==> config.mk <==
export PLATFORM = sky130hd
export DESIGN_NAME = regfile_sb
export DESIGN_NICKNAME = d
export VERILOG_FILES = /design/src/rtl/regfile_sb_pkg.sv /design/src/rtl/sb_counter.sv /design/src/rtl/regfile_sb.sv
export SDC_FILE = /design/constraint.sdc
export NUM_CORES = 2
export LEC_CHECK = 0
export BUFFER_PORTS_ARGS = -buffer_cell sky130_fd_sc_hd__buf_2
export CORE_UTILIZATION = 58
export CTS_CLUSTER_SIZE = 16
export DETAILED_ROUTE_END_ITERATION = 16
export HOLD_SLACK_MARGIN = 0.06
export PLACE_DENSITY = 0.75
export SETUP_SLACK_MARGIN = 0.2
export SLEW_MARGIN = 25
export SYNTH_ARGS = -nofsm -noshare
export SYNTH_HDL_FRONTEND = slang
export SYNTH_SLANG_ARGS = --single-unit
==> constraint.sdc <==
create_clock -name clk -period 4.6 [get_ports clk]
set_input_delay 0.46 -clock clk [delete_from_list [all_inputs] [get_ports clk]]
set_output_delay 0.46 -clock clk [all_outputs]
set_load 0.05 [all_outputs]
==> src/rtl/regfile_sb_pkg.sv <==
// regfile_sb_pkg: shared constants and types for the register file /
// write-pending scoreboard slice.
//   XLEN_DEF   - default register width
//   REG_NUM    - default architectural register count (x0..x31)
//   REG_ADDR_W - register address width for REG_NUM registers
//   CNT_W_DEF  - default width of each pending-write counter
//   ZERO_WORD  - value returned for x0 and for reset storage
package regfile_sb_pkg;

  localparam int          XLEN_DEF   = 32;
  localparam int          REG_NUM    = 32;
  localparam int          REG_ADDR_W = $clog2(REG_NUM);
  localparam int          CNT_W_DEF  = 2;
  localparam logic [31:0] ZERO_WORD  = 32'h0;

  typedef logic [REG_ADDR_W-1:0] reg_addr_t;
  typedef logic [XLEN_DEF-1:0]   reg_data_t;

  // Largest count a CNT_W-bit pending counter can hold.
  function automatic int cnt_max(input int w);
    return (1 << w) - 1;
  endfunction

endpackage

==> src/rtl/sb_counter.sv <==
// sb_counter: saturating up/down pending-write counter for one register.
//   clk, rst_n : clock, asynchronous active-low reset
//   inc        : a write to this register was issued this cycle
//   dec        : a write to this register retires this cycle
//   cnt        : current count of outstanding writes
//   ovf / udf  : this cycle's request would wrap the counter; it holds instead
// Simultaneous inc and dec cancel and never flag an error.
module sb_counter import regfile_sb_pkg::*; #(
  parameter int CNT_W = CNT_W_DEF
) (
  input  logic             clk,
  input  logic             rst_n,
  input  logic             inc,
  input  logic             dec,
  output logic [CNT_W-1:0] cnt,
  output logic             ovf,
  output logic             udf
);

  localparam logic [CNT_W-1:0] CMAX = CNT_W'(cnt_max(CNT_W));
  localparam logic [CNT_W-1:0] ONE  = CNT_W'(1);

  logic up, dn;

  assign up  = inc && !dec;
  assign dn  = dec && !inc;
  assign ovf = up && (cnt == CMAX);
  assign udf = dn && (cnt == '0);

  always_ff @(posedge clk or negedge rst_n) begin
    if (!rst_n)             cnt <= '0;
    else if (up && !ovf)    cnt <= cnt + ONE;
    else if (dn && !udf)    cnt <= cnt - ONE;
  end

endmodule

==> src/rtl/regfile_sb.sv <==
// regfile_sb: architectural register file with write-to-read bypass and a
// per-register write-pending scoreboard for decode hazard detection.
//   clk, rst_n            : clock, asynchronous active-low reset
//   rs1/rs2_addr_i        : decode read addresses
//   rs1/rs2_data_o        : read data (combinational, bypassed, x0 = 0)
//   rs1/rs2_busy_o        : operand still has an unretired pending write
//   issue_en_i/issue_rd_i : decode issues an instruction that writes rd
//   wb_wen_i/wb_rd_i/wb_data_i : single writeback port
//   err_o                 : sticky scoreboard overflow/underflow
module regfile_sb import regfile_sb_pkg::*; #(
  parameter  int XLEN  = XLEN_DEF,
  parameter  int NREG  = REG_NUM,
  parameter  int CNT_W = CNT_W_DEF,
  localparam int AW    = $clog2(NREG)
) (
  input  logic            clk,
  input  logic            rst_n,
  input  logic [AW-1:0]   rs1_addr_i,
  input  logic [AW-1:0]   rs2_addr_i,
  output logic [XLEN-1:0] rs1_data_o,
  output logic [XLEN-1:0] rs2_data_o,
  output logic            rs1_busy_o,
  output logic            rs2_busy_o,
  input  logic            issue_en_i,
  input  logic [AW-1:0]   issue_rd_i,
  input  logic            wb_wen_i,
  input  logic [AW-1:0]   wb_rd_i,
  input  logic [XLEN-1:0] wb_data_i,
  output logic            err_o
);

  localparam logic [CNT_W-1:0] ONE = CNT_W'(1);

  typedef struct packed {
    logic            wen;
    logic [AW-1:0]   rd;
    logic [XLEN-1:0] data;
  } wb_req_t;

  typedef struct packed {
    logic          en;
    logic [AW-1:0] rd;
  } issue_req_t;

  wb_req_t    wb;
  issue_req_t iss;

  assign wb  = '{wen: wb_wen_i, rd: wb_rd_i, data: wb_data_i};
  assign iss = '{en: issue_en_i, rd: issue_rd_i};

  // Entry 0 of every array is tied off so x0 reads 0, is never busy and
  // never reaches a counter, without special-casing it in the read path.
  logic [NREG-1:0][XLEN-1:0]  regs;
  logic [NREG-1:0][CNT_W-1:0] cnt;
  logic [NREG-1:0]            inc, dec, ovf, udf;

  assign regs[0] = '0;
  assign cnt[0]  = '0;
  assign inc[0]  = 1'b0;
  assign dec[0]  = 1'b0;
  assign ovf[0]  = 1'b0;
  assign udf[0]  = 1'b0;

  for (genvar r = 1; r < NREG; r++) begin : g_reg
    localparam logic [AW-1:0] RA = AW'(r);
    logic [XLEN-1:0] q;

    assign inc[r] = iss.en && (iss.rd == RA);
    assign dec[r] = wb.wen && (wb.rd == RA);

    // The data write happens even on scoreboard underflow.
    always_ff @(posedge clk or negedge rst_n) begin
      if (!rst_n)      q <= '0;
      else if (dec[r]) q <= wb.data;
    end

    assign regs[r] = q;

    sb_counter #(.CNT_W(CNT_W)) u_cnt (
      .clk   (clk),
      .rst_n (rst_n),
      .inc   (inc[r]),
      .dec   (dec[r]),
      .cnt   (cnt[r]),
      .ovf   (ovf[r]),
      .udf   (udf[r])
    );
  end

  // Read data: x0 -> 0, else bypass a same-cycle writeback, else storage.
  always_comb begin
    rs1_data_o = regs[rs1_addr_i];
    if (dec[rs1_addr_i]) rs1_data_o = wb.data;
    rs2_data_o = regs[rs2_addr_i];
    if (dec[rs2_addr_i]) rs2_data_o = wb.data;
  end

  // Busy drops in the cycle the last pending write retires, because the
  // bypass already delivers that value. A same-cycle re-issue keeps it busy.
  always_comb begin
    rs1_busy_o = (cnt[rs1_addr_i] != '0) &&
                 !(dec[rs1_addr_i] && (cnt[rs1_addr_i] == ONE) && !inc[rs1_addr_i]);
    rs2_busy_o = (cnt[rs2_addr_i] != '0) &&
                 !(dec[rs2_addr_i] && (cnt[rs2_addr_i] == ONE) && !inc[rs2_addr_i]);
  end

  logic err_q;

  always_ff @(posedge clk or negedge rst_n) begin
    if (!rst_n)           err_q <= 1'b0;
    else if (|{ovf, udf}) err_q <= 1'b1;
  end

  assign err_o = err_q;

endmodule

==> impl_results.md <==
* Outcome: finished clean
* Worst Skew at 0.00729 ns
* Max_slew headroom at 0.293
* Root buf cell: clkbuf_16
* Worst setup path start: wb_rd_i[2]
* Synthesized area at 0.0591 sq mm
* Worst skew pair latency at 0.72 ns
* Placed Area at 0.0612 sq mm
* Main flop type after synthesis: dfrtp_1
* Clock-pin slew on the worst setup and hold paths at 0.06 ns
* Fin. Hold Viols at 0
* Arrival @ worst endpoint at 3.48 ns
* CTS sink cnt at 1055
* Worst hold path type: primary input to flip-flop
* Pwr/cell area at 439 mW/mm^2
* DP Wirelength at 99300 microns
* Avg Cell Area, Syn at 14.2 sq um
* CORE AREA at 0.101 sq mm
* Startpoint Class: primary input
* Reg2reg setup slack at 2.50 ns
* Critical Path End Type: output port
* Hold path depth at 3
* Sequential fraction of the synthesis area at 0.447
* CTS tree: done
* Total GRT Usage at 0.355
* GR Overflow Total at 0
* PnR worst setup slack at 0.658 ns
* Post-synthesis sequential element count at 1055
* Net count, final at 4129
* Routed WL at 179000 microns
* Max-cap violation count at 0
* Min Tclk post-route at 3.94 ns
* Max Slew Vio Count at 0
* Unrepaired setup endpoints after global routing: false
* Largest net degree at the start of global routing at 123
* Worst Setup EP: rs2_data_o[7]
* Pre-antenna DRT Iters at 6
* Number of synthesized flops with an enable pin at 0
* Non-filler cells, final at 5531
* RR Endpoint: err_o
* Max Clock Freq at 254 MHz
* VDD IR max at 0.000341 V
* Final setup vio count at 0
* CTS Buffer Depth at 3
* Design area at 0.0650 sq mm
* Post-route clock period utilization at 0.857
* CP Max Fanout at 19
* Die area at 0.103 sq mm
* Worst Path Required at 4.14 ns
* Synth Net Count at 4209
* Antenna violations before repair at 9
* Layout area overhead at 10.0%
* Initial Util at 0.588
* Share of layout cells above drive strength 1 at 0.501
* Reg2reg start: g_reg[19].u_cnt.cnt[0]
* Slew @ Worst Pin at 1.06 ns
* I/O Pins at 123
* Fraction of synthesis flops using an asynchronous set or reset pin at 1.00
* Ys Warns at 0
* Overall power at 0.0286 W
* Leak at 27.7 nW
* Port-buffer cells at 122
* Die Ht at 321 microns
* CP Class: primary input to output port
* 1st-iter DRT viols at 4716
* H-Tree Depth at 3
* Distinct cells, synth at 69
* Residual DRC at 0
* Vias in the first global route at 40.4k
* FP Rows at 116
* Die width at 321 microns
* CTS Buf Count at 110
* TNS Setup at 0 ns
* Routed Antenna Nets at 0
* Vias at 39.5k
* Vias/cell at 7.14
* Setup WS pre-CTS at 0.711 ns
* Global placement routability congestion at 0.940
* Wire length per cell at 32.3 microns
* Placed cells at 5317
* First-pass GRT wire length at 269000 microns
* Syn Inst Count at 4153
* Cells on worst reg2reg path at 6
==> critical path, cell delays in order <==
cell     delay [ns]
buf_2          0.22
or4b_1         0.65
nor3_1         0.42
o21ai_4        0.08
or2_2          0.56
buf_4          0.41
a21oi_1        0.33
buf_2          0.33
==> sequential cells by signal, summed over array words and instances, names as in the netlist <==
register and cells:
err_o 1, g.u_cnt.cnt 62, g.q 992
==> metal layers <==
layer	share of wire	routed length, microns	up-vias	GRT usage
met5	0.00027	49	-	0
met3	0.11	19500	551	0.0845
met2	0.46	81600	2338	0.537
li1	-	-	15900	-
met1	0.38	67700	20700	0.488
met4	0.055	9800	8	0.172
==> cell families after synthesis <==
group | after synthesis | synth area share
AOI/OAI and AO/OA | 378 | 0.0420
and+or+nand+nor | 571 | 0.0455
DFF | 1055 | 0.447
muxes | 1668 | 0.430
buffers and inverters | 469 | 0.0343
xor gates and xnor gates | 12 | 0.00178
==> through the flow <==
step	utilization	hold WS (ns)
floorplan	-	0.164
global placement	0.609	0.469
detailed placement	0.609	0.481
CTS	0.646	0.189
global route	0.646	0.247
finish	0.647	0.217
==> final cells by class <==
class	count	area, sq um
clock buffer	156	3150
multi-input combinational	2629	31000
fill	7133	35500
sequential	1055	26400
tap	1357	1700
inverter	34	133
antenna	5	12.5
timing repair buffer	243	2040
clock inverter	52	644
==> power breakdown <==
| group | switching [W] | total [W] | leakage, nW | internal [W] |
|---|---|---|---|---|
| sequential | 0.00145 | 0.0125 | 13.4 | 0.0111 |
| combinational | 0.00292 | 0.00663 | 12.4 | 0.00371 |
| clock | 0.00393 | 0.00938 | 1.86 | 0.00545 |
| total | 0.00830 | 0.0286 | 27.7 | 0.0203 |
==> synthesized netlist by cell type (6+ instances only) <==
cell	n	area [sq um]
a221oi_1	11	96.3
a21oi_1	90	450
nor2_1	118	443
nand4b_1	6	52.6
nand2b_1	38	238
nand3_1	12	60.1
nor2b_1	21	131
a31oi_1	39	244
o21ai_0	75	375
a2111oi_0	10	87.6
or2_2	10	62.6
mux2_2	1015	11400
nor4bb_1	8	80.1
o22ai_1	15	93.8
buf_6	11	124
inv_1	33	124
buf_2	134	671
clkbuf_1	234	878
o211ai_1	32	240
nand2_1	250	938
and2_1	13	81.3
xnor2_1	7	61.3
mux4_2	593	13400
nand4_1	7	43.8
dfrtp_1	1055	26400
mux2i_1	58	581
nor3_1	54	270
a211oi_1	20	150
o32ai_1	13	114
buf_1	52	195
a22o_1	32	280
==> worst min-delay path by stage <==
stage | slack (ns) | to | from
after floorplan | 0.16 | err_o | rst_n
after global placement | 0.47 | g_reg[30].q[13] | g_reg[30].q[13]
after detailed placement | 0.48 | g_reg[30].q[19] | g_reg[30].q[19]
after CTS | 0.19 | g_reg[30].q[1] | wb_data_i[1]
after global routing | 0.25 | g_reg[30].q[29] | wb_data_i[29]
final | 0.22 | g_reg[30].q[24] | wb_data_i[24]
==> placed cells by master, fill, tap and decap left out, drive strengths merged, types with 10 or more instances in the layout <==
cell,count
inv,40
and2,13
o211ai,32
nand2b,38
mux2,1016
a22o,32
clkbuf,156
mux2i,58
o22ai,15
buf,242
dfrtp,1055
o21ai,78
or2,11
a211oi,20
nor2,118
clkinv,27
mux4,594
o32ai,13
nor2b,21
a31oi,39
a221oi,11
a2111oi,10
nor3,54
a21oi,90
nand3,12
bufinv,12
nand2,251
==> timing repair <==
action | 4_1_cts | 5_1_grt
hold endpoints to repair | 75 | 0
resized for setup | 0 | 0
buffers inserted | 0 | 0
endpoints found under the setup margin | 0 | 0
hold buffers | 1 | 0
No activity file was read; power rests on OpenSTA's default activity.
